**config.mk**
```make
export PLATFORM = sky130hd
export DESIGN_NAME = spi_cmd_ram_flat
export DESIGN_NICKNAME = d
export VERILOG_FILES = /design/src/rtl/spi_cmd_ram_pkg.sv /design/src/rtl/spi_cmd_ram_if.sv /design/src/rtl/spi_cmd_ram_ram_sp.sv /design/src/rtl/spi_cmd_ram.sv /design/src/flat_wrapper.sv
export SDC_FILE = /design/constraint.sdc
export NUM_CORES = 2
export LEC_CHECK = 0
export CELL_PAD_IN_SITES_DETAIL_PLACEMENT = 0
export CELL_PAD_IN_SITES_GLOBAL_PLACEMENT = 2
export CORE_ASPECT_RATIO = 1.2
export CORE_MARGIN = 8
export CORE_UTILIZATION = 38
export DETAILED_ROUTE_END_ITERATION = 16
export PLACE_DENSITY = 0.65
export SYNTH_ARGS = -nofsm -noshare
export SYNTH_HDL_FRONTEND = slang
export SYNTH_SLANG_ARGS = --single-unit
```
**constraint.sdc**
```tcl
create_clock -name clk -period 5.5 [get_ports clk]
set_clock_uncertainty 0.1 [all_clocks]
set_input_delay 1.1 -clock clk [delete_from_list [all_inputs] [get_ports clk]]
set_output_delay 1.1 -clock clk [all_outputs]
set_load 0.01 [all_outputs]
```
**src/rtl/spi_cmd_ram_pkg.sv**
```systemverilog
// Shared opcodes, control-state encodings and helpers for the SPI command RAM.
package spi_ram_pkg;

  localparam logic [1:0] CMD_WR_ADDR = 2'b00;
  localparam logic [1:0] CMD_WR_DATA = 2'b01;
  localparam logic [1:0] CMD_RD_ADDR = 2'b10;
  localparam logic [1:0] CMD_RD_DATA = 2'b11;

  // bit0 = write address held, bit1 = read address held
  typedef enum logic [1:0] {
    ST_IDLE  = 2'b00,
    ST_WADDR = 2'b01,
    ST_RADDR = 2'b10,
    ST_BOTH  = 2'b11
  } state_t;

  function automatic logic addr_in_range(input logic [7:0] a, input int unsigned depth);
    return 32'(a) < depth;
  endfunction

endpackage

```
**src/rtl/spi_cmd_ram_if.sv**
```systemverilog
// Command/response bundle between the SPI slave (master side) and the command RAM.
interface spi_cmd_ram_if;
  logic [9:0] din;
  logic       rx_valid;
  logic [7:0] dout;
  logic       tx_valid;
  logic       err;

  modport master (output din, rx_valid, input dout, tx_valid, err);
  modport slave  (input din, rx_valid, output dout, tx_valid, err);
endinterface

```
**src/rtl/spi_cmd_ram_ram_sp.sv**
```systemverilog
// Single-port byte RAM: synchronous write, registered read, no reset on storage.
module ram_sp #(
  parameter int DEPTH = 256,
  parameter int AW    = 8
) (
  input  logic          clk,
  input  logic          we,
  input  logic          re,
  input  logic [AW-1:0] addr,
  input  logic [7:0]    wdata,
  output logic [7:0]    rdata
);

  logic [7:0] mem [DEPTH];

  always_ff @(posedge clk) begin
    if (we) mem[addr] <= wdata;
    if (re) rdata <= mem[addr];
  end

endmodule

```
**src/rtl/spi_cmd_ram.sv**
```systemverilog
// Decodes SPI command words into address-latch / write / read operations on a byte RAM,
// with range/protocol checking and optional address post-increment.
module spi_cmd_ram
  import spi_ram_pkg::*;
#(
  parameter int MEM_DEPTH = 256,
  parameter int ADDR_SIZE = 8,
  parameter bit AUTO_INC  = 1'b0
) (
  input  logic         clk,
  input  logic         rst_n,
  spi_cmd_ram_if.slave bus
);

  state_t                 state;
  logic                   rx_valid_q;
  logic                   accept;
  logic                   wr_ok, rd_ok, in_range;
  logic                   we, re;
  logic                   tx_q, err_q, dout_clr;
  logic [1:0]             op;
  logic [7:0]             payload, rdata;
  logic [ADDR_SIZE-1:0]   wr_addr, rd_addr, ram_addr;

  function automatic logic [ADDR_SIZE-1:0] inc_addr(input logic [ADDR_SIZE-1:0] a);
    if (!AUTO_INC) return a;
    return (32'(a) == 32'(MEM_DEPTH - 1)) ? '0 : a + 1'b1;
  endfunction

  assign op       = bus.din[9:8];
  assign payload  = bus.din[7:0];
  assign accept   = bus.rx_valid & ~rx_valid_q;
  assign wr_ok    = state[0];
  assign rd_ok    = state[1];
  assign in_range = addr_in_range(payload, MEM_DEPTH);

  // One command per cycle, so the single RAM port is either written or read.
  assign we       = accept && (op == CMD_WR_DATA) && wr_ok;
  assign re       = accept && (op == CMD_RD_DATA) && rd_ok;
  assign ram_addr = we ? wr_addr : rd_addr;

  ram_sp #(.DEPTH(MEM_DEPTH), .AW(ADDR_SIZE)) u_ram (
    .clk   (clk),
    .we    (we),
    .re    (re),
    .addr  (ram_addr),
    .wdata (payload),
    .rdata (rdata)
  );

  // RAM read register has no reset; mask it until the first successful read.
  assign bus.dout     = dout_clr ? 8'h00 : rdata;
  assign bus.tx_valid = tx_q;
  assign bus.err      = err_q;

  always_ff @(posedge clk) begin
    if (!rst_n) begin
      state      <= ST_IDLE;
      rx_valid_q <= 1'b0;
      wr_addr    <= '0;
      rd_addr    <= '0;
      tx_q       <= 1'b0;
      err_q      <= 1'b0;
      dout_clr   <= 1'b1;
    end else begin
      rx_valid_q <= bus.rx_valid;
      err_q      <= 1'b0;
      if (accept) begin
        tx_q <= 1'b0;
        unique case (op)
          CMD_WR_ADDR: begin
            if (in_range) begin
              wr_addr <= payload[ADDR_SIZE-1:0];
              state   <= state_t'(state | ST_WADDR);
            end else err_q <= 1'b1;
          end
          CMD_WR_DATA: begin
            if (wr_ok) wr_addr <= inc_addr(wr_addr);
            else       err_q   <= 1'b1;
          end
          CMD_RD_ADDR: begin
            if (in_range) begin
              rd_addr <= payload[ADDR_SIZE-1:0];
              state   <= state_t'(state | ST_RADDR);
            end else err_q <= 1'b1;
          end
          CMD_RD_DATA: begin
            if (rd_ok) begin
              rd_addr  <= inc_addr(rd_addr);
              tx_q     <= 1'b1;
              dout_clr <= 1'b0;
            end else err_q <= 1'b1;
          end
        endcase
      end
    end
  end

endmodule

```
**src/flat_wrapper.sv**
```systemverilog
// flat-port wrapper written by rule: the top's interface ports become plain ports
module spi_cmd_ram_flat import spi_ram_pkg::*;
#(
  parameter int MEM_DEPTH = 256,
  parameter int ADDR_SIZE = 8,
  parameter bit AUTO_INC  = 1'b0
)
  (clk, rst_n, bus_din, bus_rx_valid, bus_dout, bus_tx_valid, bus_err);
  spi_cmd_ram_if bus_i ();
  input  logic clk;
  input  logic rst_n;
  input wire logic [$bits(bus_i.din)-1:0] bus_din;
  input wire logic [$bits(bus_i.rx_valid)-1:0] bus_rx_valid;
  output wire logic [$bits(bus_i.dout)-1:0] bus_dout;
  output wire logic [$bits(bus_i.tx_valid)-1:0] bus_tx_valid;
  output wire logic [$bits(bus_i.err)-1:0] bus_err;
  assign bus_i.din = bus_din;
  assign bus_i.rx_valid = bus_rx_valid;
  assign bus_dout = bus_i.dout;
  assign bus_tx_valid = bus_i.tx_valid;
  assign bus_err = bus_i.err;
  spi_cmd_ram #(.MEM_DEPTH(MEM_DEPTH), .ADDR_SIZE(ADDR_SIZE), .AUTO_INC(AUTO_INC)) u_core (.clk(clk), .rst_n(rst_n), .bus(bus_i));
endmodule
```
==> flow_summary.ini <==
[yosys]
synth_seq_area_share = 0.7522
synth_edf_count = 2056
syn_nets = 5814
async_reset_ff_frac = 0
synth_top_area_cell = edfxtp_1
synth-seq-cells = 2078
synth_top_area_share = 0.7469
synthFlopType = edfxtp_1
ys_warn_count = 0
syn_area_per_cell_um2 = 14.25
synth.cell_area_um2 = 82660
ys_types = 45
synth_cells = 5801
synthTopCellsByArea = edfxtp_1, o21ai_0, a41oi_1

[global_routing]
grtUsageTotal = 0.2320
antenna_found_initial = 9
grt_pass1_vias = 54650
grt_max_degree = 128
grt_first_pass_wirelength_um = 405500
gr-total-overflow = 0

[finish]
final_cell_mix = edfxtp_1, o21ai_0, a41oi_1
nNetsFinal = 6054
layout_commonest_cell = edfxtp_1
post-route-cell-area_um2 = 96490
utilization = 0.4463
finalNonFillerCells = 9062
drive_above_1_share = 0.1480
fillers = 19320
areaGrowthSynthToFinish_pct = 16.73

[clock_network]
clockBufferDepth = 3
post-cts-setup-buffers = 0
htreeDepth = 4
cts.repair.resized = 0
cts_tree = yes
ctsHoldBuffers = 0
clk_latency_ps = 850
path_clk_slew_ps = 60
cts-root-buf = clkbuf_16
cts_sinks = 2078
cts_buffers = 211

[drt]
drtAntennaViolNets = 0
drc = 0
top_layer = met5
wire_per_inst_um = 31.13
wirelength_um = 282100
drt_pass1_iterations = 6
met1Wirelength_um = 116900
vias = 55230
via_per_inst = 6.094
wl_met3_um = 15990
drtIter0Drc = 6271
wl_met2_um = 139900

[floorplanning]
start_util = 0.3824
fp.dieH_um = 526.9
io-pin-count = 23
die_x_um = 441.8
core_um2 = 216200
rows = 187
die_area_um2 = 232800

[setup_path]
critPathArrivalTime_ps = 5240
critPathMaxFanout = 88
worstPathCellList = clkdlybuf4s50_1 > and3b_1 > buf_4 > a21oi_4 > buf_12 > o21ai_0 > a41oi_1 > o41ai_1 > buf_4 > a41oi_1 > or4_1
cp_slowest_cell = o41ai_1
end_kind = register
required_ps = 5980
path_class = input pin to register
crit_path_start_kind = input pin
max_stage_delay_ps = 680

[power]
intPower_mw = 25.91
power_frac_comb = 0.032
leakagePower_nw = 27.78
p_seq_frac = 0.530
swShare = 0.2118
p_clk_frac = 0.438
power.density_nw_per_um2 = 340.7
ir_drop_uv = 291.2
netSwitchingPower_mw = 6.962

[timing]
period_share = 0.8648
rsz0062_at_grt = false
max_freq_mhz = 210.2
drv_slew = 0
worst_pin_slew_ps = 1157
timing.final.crit_period_ps = 4757
setup_tns_ps = 0
relSlewSlack = 0.2265
finalHoldViolCount = 0
setup_viol = 0

[placement]
placed_cells_incl_taps = 8663
post_dp_cell_area_um2 = 89600
place.port_buffers = 22
gp_congestion = 0.8300
place_hpwl_um = 163500

[worst_hold_path]
min_path_type = register to register

[job]
drv_cap = 0

[status]
status = finished clean
## cell type report
type | instances | area [um^2] | share of cell area
Sequential cell | 2078 | 62180 | 0.6444
Antenna cell | 6 | 15.01 | 0.0001556
Timing Repair Buffer | 601 | 5558 | 0.05760
Clock buffer | 262 | 5659 | 0.05865
Clock inverter | 131 | 1221 | 0.01266
Inverter | 3 | 11.26 | 0.0001167
Multi-Input combinational cell | 3146 | 18300 | 0.1897
Tap cell | 2835 | 3547 | 0.03676
## worst max-delay path: cells and delay by family
| kind | cells | cell delay [ps] |
|---|---|---|
| buffers and inverters | 4 | 1280 |
| AO/OA/AOI/OAI | 5 | 1820 |
| AND/OR/NAND/NOR | 2 | 880 |
## synthesized netlist by cell type, types with 4 or more instances
cell type,instances
or3_1,4
o21ai_0,2015
buf_6,12
nor2_1,217
or4_1,8
nor2b_1,14
nand4_1,6
a21boi_0,16
buf_1,10
dfxtp_1,22
edfxtp_1,2056
a41oi_1,544
a21oi_2,4
clkbuf_1,520
buf_4,4
o41ai_1,128
buf_2,26
nand2b_1,14
o21ai_1,35
nand2_1,57
nor3_1,50
nand3b_1,5
## per-layer routing
metal | global-route usage | vias up
met3 | 0.02939 | 415
met5 | 0 | -
met2 | 0.3977 | 2112
met1 | 0.3080 | 28790
li1 | - | 23900
met4 | 0.07438 | 6
## per-stage QoR
stage,worst slack [ps],total power [mW],hold slack (ps)
5_1_grt,768.5,33.74,395.9
4_1_cts,777.2,33.13,374.4
3_5_place_dp,-136.5,18.81,358.5
6_report,743.5,32.87,374.6
3_3_place_gp,-168.2,18.81,346.9
2_1_floorplan,1639,18.09,340.6
## power groups by stage
stage | Combinational (mW) | Clock (mW) | Sequential [mW]
6_report | 1.06 | 14.4 | 17.4
5_1_grt | 1.12 | 15.2 | 17.4
4_1_cts | 1.07 | 14.7 | 17.4
3_5_place_dp | 1.07 | 0 | 17.7
3_3_place_gp | 1.06 | 0 | 17.7
2_1_floorplan | 0.350 | 0 | 17.7
## state kept, by name, summed over array words and instances, names as in the netlist
name	count
u_core.bus.tx_valid	1
u_core.rx_valid_q	1
u_core.u_ram.mem	2048
u_core.state	2
u_core.bus.err	1
u_core.wr_addr	8
u_core.dout_clr	1
u_core.rd_addr	8
u_core.u_ram.rdata	8
## kinds of logic after synthesis
logic type             after synthesis  share of synthesized area
DFF                               2078                     0.7522
buffers and inverters              577                    0.02790
AOI/OAI and AO/OA                 2754                     0.1984
muxes                                2                  0.0005449
and+or+nand+nor                    390                    0.02098
## path summary, 6_finish.rpt
| path | start | to | slack [ps] | cells after the start |
|---|---|---|---|---|
| worst max-delay path | bus_din[8] | u_core.u_ram.rdata[0] | 740 | 11 |
| worst min-delay path | u_core.state[1] | u_core.state[1] | 370 | 1 |
| worst min register to register | u_core.state[1] | u_core.state[1] | 370 | 1 |
| worst max register to register | u_core.rx_valid_q | u_core.u_ram.rdata[0] | 1220 | 10 |
Power figures use the tool's default switching activity.
